**src/rtl/crc_seq_ctrl.sv**
```systemverilog
// Job sequencer for the byte-serial CRC-32 engine: loads the seed, streams
// job bytes one per clock into the engine, and returns the final CRC.
module crc_seq_ctrl #(
    parameter int LEN_W = 16
) (
    input  logic             CLK,
    input  logic             RST,
    input  logic             i_START,
    input  logic             i_ABORT,
    input  logic [31:0]      i_SEED,
    input  logic [LEN_W-1:0] i_LEN,
    input  logic             i_XOROUT,
    output logic             o_BUSY,
    input  logic             i_WVALID,
    input  logic [31:0]      i_WDATA,
    output logic             o_WREADY,
    output logic             o_DONE,
    output logic [31:0]      o_RESULT,
    output logic             o_CACT,
    output logic             o_CCMD,
    output logic [4:0]       o_CBE,
    output logic [39:0]      o_CDI,
    input  logic [39:0]      i_CDO
);

    typedef enum logic [2:0] {
        S_IDLE, S_SEED, S_FETCH, S_FEED, S_DRAIN, S_CAPTURE
    } state_t;

    state_t           r_state;
    logic [31:0]      r_seed;
    logic [LEN_W-1:0] r_rem;
    logic             r_xor;
    logic [31:0]      r_buf;
    logic [1:0]       r_idx;
    logic [2:0]       r_k;
    logic             r_done;
    logic [31:0]      r_result;

    logic [2:0]       w_k;
    logic [7:0]       w_byte;
    logic             w_abort;
    logic             w_unused_cdo;

    // Bytes taken from the next word: at most four, never more than remain.
    assign w_k          = (r_rem >= LEN_W'(4)) ? 3'd4 : r_rem[2:0];
    assign w_byte       = r_buf[{r_idx, 3'b000} +: 8];
    assign w_abort      = i_ABORT && (r_state != S_IDLE);
    assign w_unused_cdo = ^i_CDO[39:32];

    always_ff @(posedge CLK or negedge RST) begin
        if (!RST) begin
            r_state  <= S_IDLE;
            r_seed   <= '0;
            r_rem    <= '0;
            r_xor    <= 1'b0;
            r_buf    <= '0;
            r_idx    <= '0;
            r_k      <= '0;
            r_done   <= 1'b0;
            r_result <= '0;
        end else begin
            r_done <= 1'b0;
            if (w_abort) begin
                r_state <= S_IDLE;
            end else begin
                case (r_state)
                    S_IDLE: begin
                        if (i_START) begin
                            r_seed  <= i_SEED;
                            r_rem   <= i_LEN;
                            r_xor   <= i_XOROUT;
                            r_state <= S_SEED;
                        end
                    end
                    S_SEED: begin
                        r_state <= (r_rem == '0) ? S_DRAIN : S_FETCH;
                    end
                    S_FETCH: begin
                        if (i_WVALID) begin
                            r_buf   <= i_WDATA;
                            r_idx   <= '0;
                            r_k     <= w_k;
                            r_state <= S_FEED;
                        end
                    end
                    S_FEED: begin
                        r_idx <= r_idx + 2'd1;
                        r_rem <= r_rem - LEN_W'(1);
                        if ({1'b0, r_idx} == (r_k - 3'd1)) begin
                            r_state <= (r_rem != LEN_W'(1)) ? S_FETCH : S_DRAIN;
                        end
                    end
                    S_DRAIN: begin
                        r_state <= S_CAPTURE;
                    end
                    S_CAPTURE: begin
                        r_result <= i_CDO[31:0] ^ {32{r_xor}};
                        r_done   <= 1'b1;
                        r_state  <= S_IDLE;
                    end
                    default: r_state <= S_IDLE;
                endcase
            end
        end
    end

    // Engine port and WREADY decode straight from state; ABORT blanks them at once.
    always_comb begin
        o_CACT   = 1'b0;
        o_CCMD   = 1'b0;
        o_CBE    = 5'b11111;
        o_CDI    = '0;
        o_WREADY = 1'b0;
        if (!w_abort) begin
            case (r_state)
                S_SEED: begin
                    o_CACT = 1'b1;
                    o_CBE  = 5'b10000;
                    o_CDI  = {8'h00, r_seed};
                end
                S_FETCH: begin
                    o_WREADY = 1'b1;
                end
                S_FEED: begin
                    o_CACT = 1'b1;
                    o_CBE  = 5'b01111;
                    o_CDI  = {w_byte, 32'h0000_0000};
                end
                default: ;
            endcase
        end
    end

    assign o_BUSY   = (r_state != S_IDLE);
    assign o_DONE   = r_done;
    assign o_RESULT = r_result;

endmodule
```
**config.mk**
```make
export PLATFORM = sky130hd
export DESIGN_NAME = crc_seq_ctrl
export DESIGN_NICKNAME = d
export VERILOG_FILES = /design/src/rtl/crc_seq_ctrl.sv
export SDC_FILE = /design/constraint.sdc
export NUM_CORES = 1
export LEC_CHECK = 0
export ABC_AREA = 1
export BUFFER_PORTS_ARGS = -buffer_cell sky130_fd_sc_hd__buf_4
export CORE_AREA = 4 4 121 123
export DETAILED_ROUTE_END_ITERATION = 10
export DIE_AREA = 0 0 125 127
export GPL_TIMING_DRIVEN = 0
export HOLD_SLACK_MARGIN = 0.1
export PLACE_DENSITY = 0.72
export SYNTH_ARGS = -nofsm -noshare
export SYNTH_HDL_FRONTEND = slang
export SYNTH_SLANG_ARGS = --single-unit
```
**constraint.sdc**
```tcl
create_clock -name CLK -period 2.1 [get_ports CLK]
set_input_delay 0.42 -clock CLK [delete_from_list [all_inputs] [get_ports CLK]]
set_output_delay 0.42 -clock CLK [all_outputs]
set_load 0.005 [all_outputs]
```
# Yosys cells after proc, flatten, opt, wreduce, memory -nomap -nowiden
# Cells that the tools add are included.
word_totals:
  out_inout_bits: 82
  elab_cells: 63
  register_bits: 122
op_classes:
  mux: 22
  n_lt_le_gt_ge: 1
  shift: 1
  bitwise_logic: 2
  addsub: 3
  n_reduce_logical: 13
  n_eq_ne: 12
ops:
  columns: ["op", "count"]
  rows:
  - ["$pmux 40 s2", 1]
  - ["$mux 40", 1]
  - ["$pmux 16 s2", 1]
  - ["$shiftx 32x6->8", 1]
  - ["$xor 32x32->32", 1]
  - ["$mux 3", 7]
  - ["$ge 16x3->1 const B", 1]
  - ["$logic_not 16->1", 1]
  - ["$mux 16", 1]
  - ["$ne 16x1->1 const B", 1]
  - ["$sub 16x1->16 const B", 1]
  - ["$pmux 3 s5", 1]
  - ["$reduce_and 3->1", 5]
  - ["$pmux 5 s2", 1]
  - ["$ne 3x3->1 const B", 3]
  - ["$eq 3x2->1 const B", 2]
  - ["$eq 3x3->1 const B", 2]
  - ["$mux 1", 6]
  - ["$mux 5", 1]
  - ["$ne 2x2->1 const B", 2]
  - ["$pmux 2 s2", 1]
  - ["$reduce_bool 2->1", 2]
  - ["$eq 2x3->1", 1]
  - ["$eq 3x1->1 const B", 1]
  - ["9 further kinds", 9]

# Logic depth before layout (Yosys ltp)
depth:
  ltp_word: 5
  mapped_depth: 11
  mapped_depth_nobuf: 11

# Worst setup path before layout
# No wires, ideal clock.
synth_timing:
  path_kind: "register to output"
  from: "register r_idx[0]"
  to: "output o_CDI[32]"
  stages_incl_launch_ff: 6
  arrival_ns: 1.275
  setup_slack_ns: 0.405
  required_ns: 1.680
  path_cell_list: "dfrtp_1 > buf_2 > clkinv_1 > clkbuf_1 > nand2_1 > a311oi_1"
synth_between:
  elab_chain_cells: 3
synth_rtl:
  columns: ["item", "line_no", "source"]
  rows:
  - ["from (decl)", "35", "logic [1:0] r_idx;"]
  - ["from (signal assigned)", "88", "r_idx <= r_idx + 2'd1;"]
  - ["$shiftx 32x6->8", "47", "assign w_byte = r_buf[{r_idx, 3'b000} +: 8];"]
  - ["$pmux 40 s2", "116", "case (r_state)"]
  - ["$mux 40", "115", "if (!w_abort) begin"]
  - ["to (decl)", "22", "output logic [39:0] o_CDI,"]
# No other way between the ends.

# Final worst setup path
layout_timing:
  from: "register r_state[2]"
  to: "output o_CDI[39]"
layout_between:
  elab_chain_cells: 3
  elab_cells_between_ends: 6
  classes_between: "eq/ne: 2; mux: 2; reduce/logical: 2"
layout_rtl:
  columns: ["item", "line_no", "source"]
  rows:
  - ["from (decl)", "30", "state_t r_state;"]
  - ["from (signal assigned)", "77", "r_state <= (r_rem == '0) ? S_DRAIN : S_FETCH;"]
  - ["from (signal assigned)", "91", "r_state <= (r_rem != LEN_W'(1)) ? S_FETCH : S_DRAIN;"]
  - ["$eq 3x2->1 (tied with other cells)", "116", null]
  - ["$pmux 40 s2 or $logic_and 1x1->1 (tied branches)", "116, 48", null]
  - ["$mux 40 *", "115", null]
# Every way passes the cells marked *; elsewhere a longest branch is shown, timed or not.

==> metrics.csv <==
stage;metric;value;unit
placed_design;pre_cts_slack;-0.09318;ns
worst_setup_path;crit_chain;inv_2 -> nand3_2 -> inv_2 -> nand2_4 -> buf_6 -> a311oi_2 -> buf_4;
worst_setup_path;path_common_cell;inv_2;
final_layout;antennaDiodeCount;0;
global_routing;grt_pass1_vias;5572;
synthesis;ys_warn_count;0;
worst_hold_path;min_path_type;input port to flip-flop;
final_layout;instances_no_fill;1208;
final_layout;nFillCells;1209;
flow_run;drv_cap;0;
final_layout;multi_input_area;0.002678;mm^2
timing;post-route-period-util;102.6;%
synthesis;synth_ff_type;dfrtp_1;
worst_setup_path;end_kind;primary output;
pwr;totalPowerFinal;0.01095;W
timing;fin_ws;-0.05443;ns
pwr;cellLeakagePower;4.535;nW
clock_tree;cts_max_level;4;
drt;firstDrtPassIters;5;
worst_setup_path;cpPeakStageDelay;0.39;ns
synthesis;ys_ff_latch;122;
final_layout;area_growth;47.40;%
floorplanning;core;0.01367;mm^2
global_routing;grt_max_degree;66;
run_status;status;complete, but fails checks;
timing;hold_viol_final;0;
global_routing;gr-usage-all-layers;21.60;%
run_status;violations;negative setup slack;
global_routing;antenna_found_initial;0;
synthesis;ys_seq_area_share;51.09;%
timing;tightest_slew;0.5793;ns
placed_design;hpwl;12030;um
pwr;power.density;1243;mW/mm^2
synthesis;synth-edff-count;0;
global_routing;grt_pass1_wl;27590;um
worst_setup_path;crit_fanout;5;
synthesis;synth_area;0.005976;mm^2
placed_design;placed_cells;1150;
worst_setup_path;path_delay_family;buffers and inverters;
synthesis;synth_cell_types;29;
timing;rsz0062_at_grt;yes;
clock_tree;cts_sinks;122;
clock_tree;clk_path_buf_depth;2;
floorplanning;pin_count;208;
worst_setup_path;worstPathRequired;1.68;ns
timing;min_period;2.154;ns
worst_setup_path;path_class;flip-flop to primary output;
synthesis;syn-num-nets;900;
final_layout;drive_above_1_share;33.07;%
floorplanning;fp.dieW;125;um
timing;max_freq;464.2;MHz
final_layout;final_util;64.46;%
synthesis;async_flop_share;100.0;%
worst_setup_path;cp.arrival;1.73;ns
final_layout;design_area;0.008808;mm^2
final_layout;fin_nets;1144;
clock_tree;cts_tree;built;
floorplanning;die_area;0.01588;mm^2
final_layout;regArea;0.003054;mm^2
floorplanning;initial_utilization;43.73;%
drt;drtAntennaViolNets;0;
placed_design;numPortBuffers;198;
timing;max_slew_margin;61.38;%
drt;vias_per_cell;4.882;
timing;setup_violations;7;
pwr;vdd_drop_max;0.7723;mV
drt;drc_errors;0;
drt;dr.first_iter.drc_count;457;
clock_tree;clk_pin_slew;0.06;ns
placed_design;place.gp.congestion;0.8546;
placed_design;dpl-instance-area;0.007719;mm^2
synthesis;avgSynthCellArea;7.751;um^2
global_routing;overflow;0;
worst_setup_path;crit_buf_inv;4;
floorplanning;fp.dieH;127;um
drt;totalWireLength;17620;um
drt;routedWlPerCell;14.59;um
floorplanning;rows;43;
timing;drv_slew;0;
synthesis;synth_cells;771;
timing;clock_skew;0.01026;ns
clock_tree;numCtsBuffers;17;
worst_setup_path;start_kind;flip-flop;
drt;vias;5897;
clock_tree;clock-root-buffer;clkbuf_16;
worst_setup_path;crit_slowest_cell;dfrtp_1;
clock_tree;clk_latency;0.42;ns
metal layers:
layer  vias to the layer above  track usage, %  share of wire [%]
met5                         -               0                  0
met4                         0           9.120                2.6
met3                        30           7.316                8.2
met2                       218           34.39                 47
met1                      2741           27.11                 42
li1                       2908               -                  -
layout make-up:
cell class	count	share of cell area, %
repair buffers	226	19.89
well taps	180	2.557
clock inverters	14	1.605
inverters	56	2.557
plain buffers	41	3.338
clock buffers	18	4.986
flip-flops and latches	122	34.67
multi-input cells	551	30.40
tightest hold or removal path, delay by kind of cell:
kind | cells | cell delay, ns
and+or+nand+nor | 2 | 0.09
buffers and inverters | 1 | 0.07
logic make-up after synthesis:
kind of cell,after synthesis,synth area share (%)
AND/OR/NAND/NOR,407,26.74
flip-flops,122,51.09
AO/OA/AOI/OAI,106,9.590
buffers and inverters,98,6.868
XOR/XNOR,33,4.837
adder cells (fa/ha/maj),3,0.6282
other,1,0.06275
multiplexers,1,0.1884
synth_stat cells, types with 5 or more instances:
cell	instances	area, um^2
a311oi_1	7	61.31
o21ai_0	14	70.07
inv_1	50	187.7
a21oi_1	78	390.4
nand3_1	25	125.1
dfrtp_1	122	3053
clkbuf_1	11	41.29
xnor2_1	33	289.0
nor2_1	145	544.3
nand2_1	226	848.3
buf_2	22	110.1
buf_1	5	18.77
flip-flops by register name (all words and copies together), names as in the netlist:
signal / cells
r_k: 3
r_seed: 32
r_xor: 1
o_RESULT: 32
r_state: 3
r_rem: 16
o_DONE: 1
r_idx: 2
r_buf: 32
report_power, final:
| part | switching (W) | internal (W) |
|---|---|---|
| combinational | 0.00249 | 0.00193 |
| clock | 0.00118 | 0.00168 |
| sequential | 0.000487 | 0.00318 |
repair_timing:
| item | 4_1_cts | 5_1_grt |
|---|---|---|
| buffers inserted | 17 | 6 |
| gates cloned | 1 | 2 |
| endpoints found under the setup margin | 44 | 85 |
| hold buffers | 1 | 0 |
| endpoints found under the hold margin | 57 | 0 |
| resized for setup | 45 | 39 |
| pin swaps | 6 | 4 |
worst paths after layout:
path / from / end / slack, ns / cells past startpoint
max: r_state[2]$_DFFE_PN0P_ / o_CDI[39] / -0.05 / 7
min: i_WDATA[12] / r_buf[12]$_DFFE_PN0P_ / 0.19 / 3
max reg2reg: r_state[0]$_DFFE_PN0P_ / r_rem[7]$_DFFE_PN0P_ / 0.03 / 12
min reg2reg: r_buf[23]$_DFFE_PN0P_ / r_buf[23]$_DFFE_PN0P_ / 0.47 / 2
max in group asynchronous: RST / r_idx[1]$_DFFE_PN0P_ / 0.84 / 3
min in group asynchronous: RST / r_buf[27]$_DFFE_PN0P_ / 0.53 / 2
per-stage QoR:
stage / TNS, ns / hold slack, ns
after floorplan: 0 / 0.1244
after global placement: -0.8043 / 0.4531
after detailed placement: -0.5682 / 0.4299
after CTS: -0.02431 / 0.1772
after global routing: -2.353 / 0.1844
final: -0.1579 / 0.1922
cells in the final DEF (no fill, tap or decap), drive strengths merged:
cell type,instances
buf,257
nand2,226
nor2,146
dfrtp,122
a21oi,78
inv,59
xnor2,33
clkbuf,27
nand3,25
o21ai,14
a311oi,7
clkinv,6
nand3b,4
clkinvlp,4
nor3,4
ha,3
o211ai,2
o22ai,2
a221oi,1
nor4,1
or2,1
a22oi,1
mux2,1
o21a,1
conb,1
bufinv,1
dlygate4sd3,1
No activity file was read; power rests on OpenSTA's default activity.
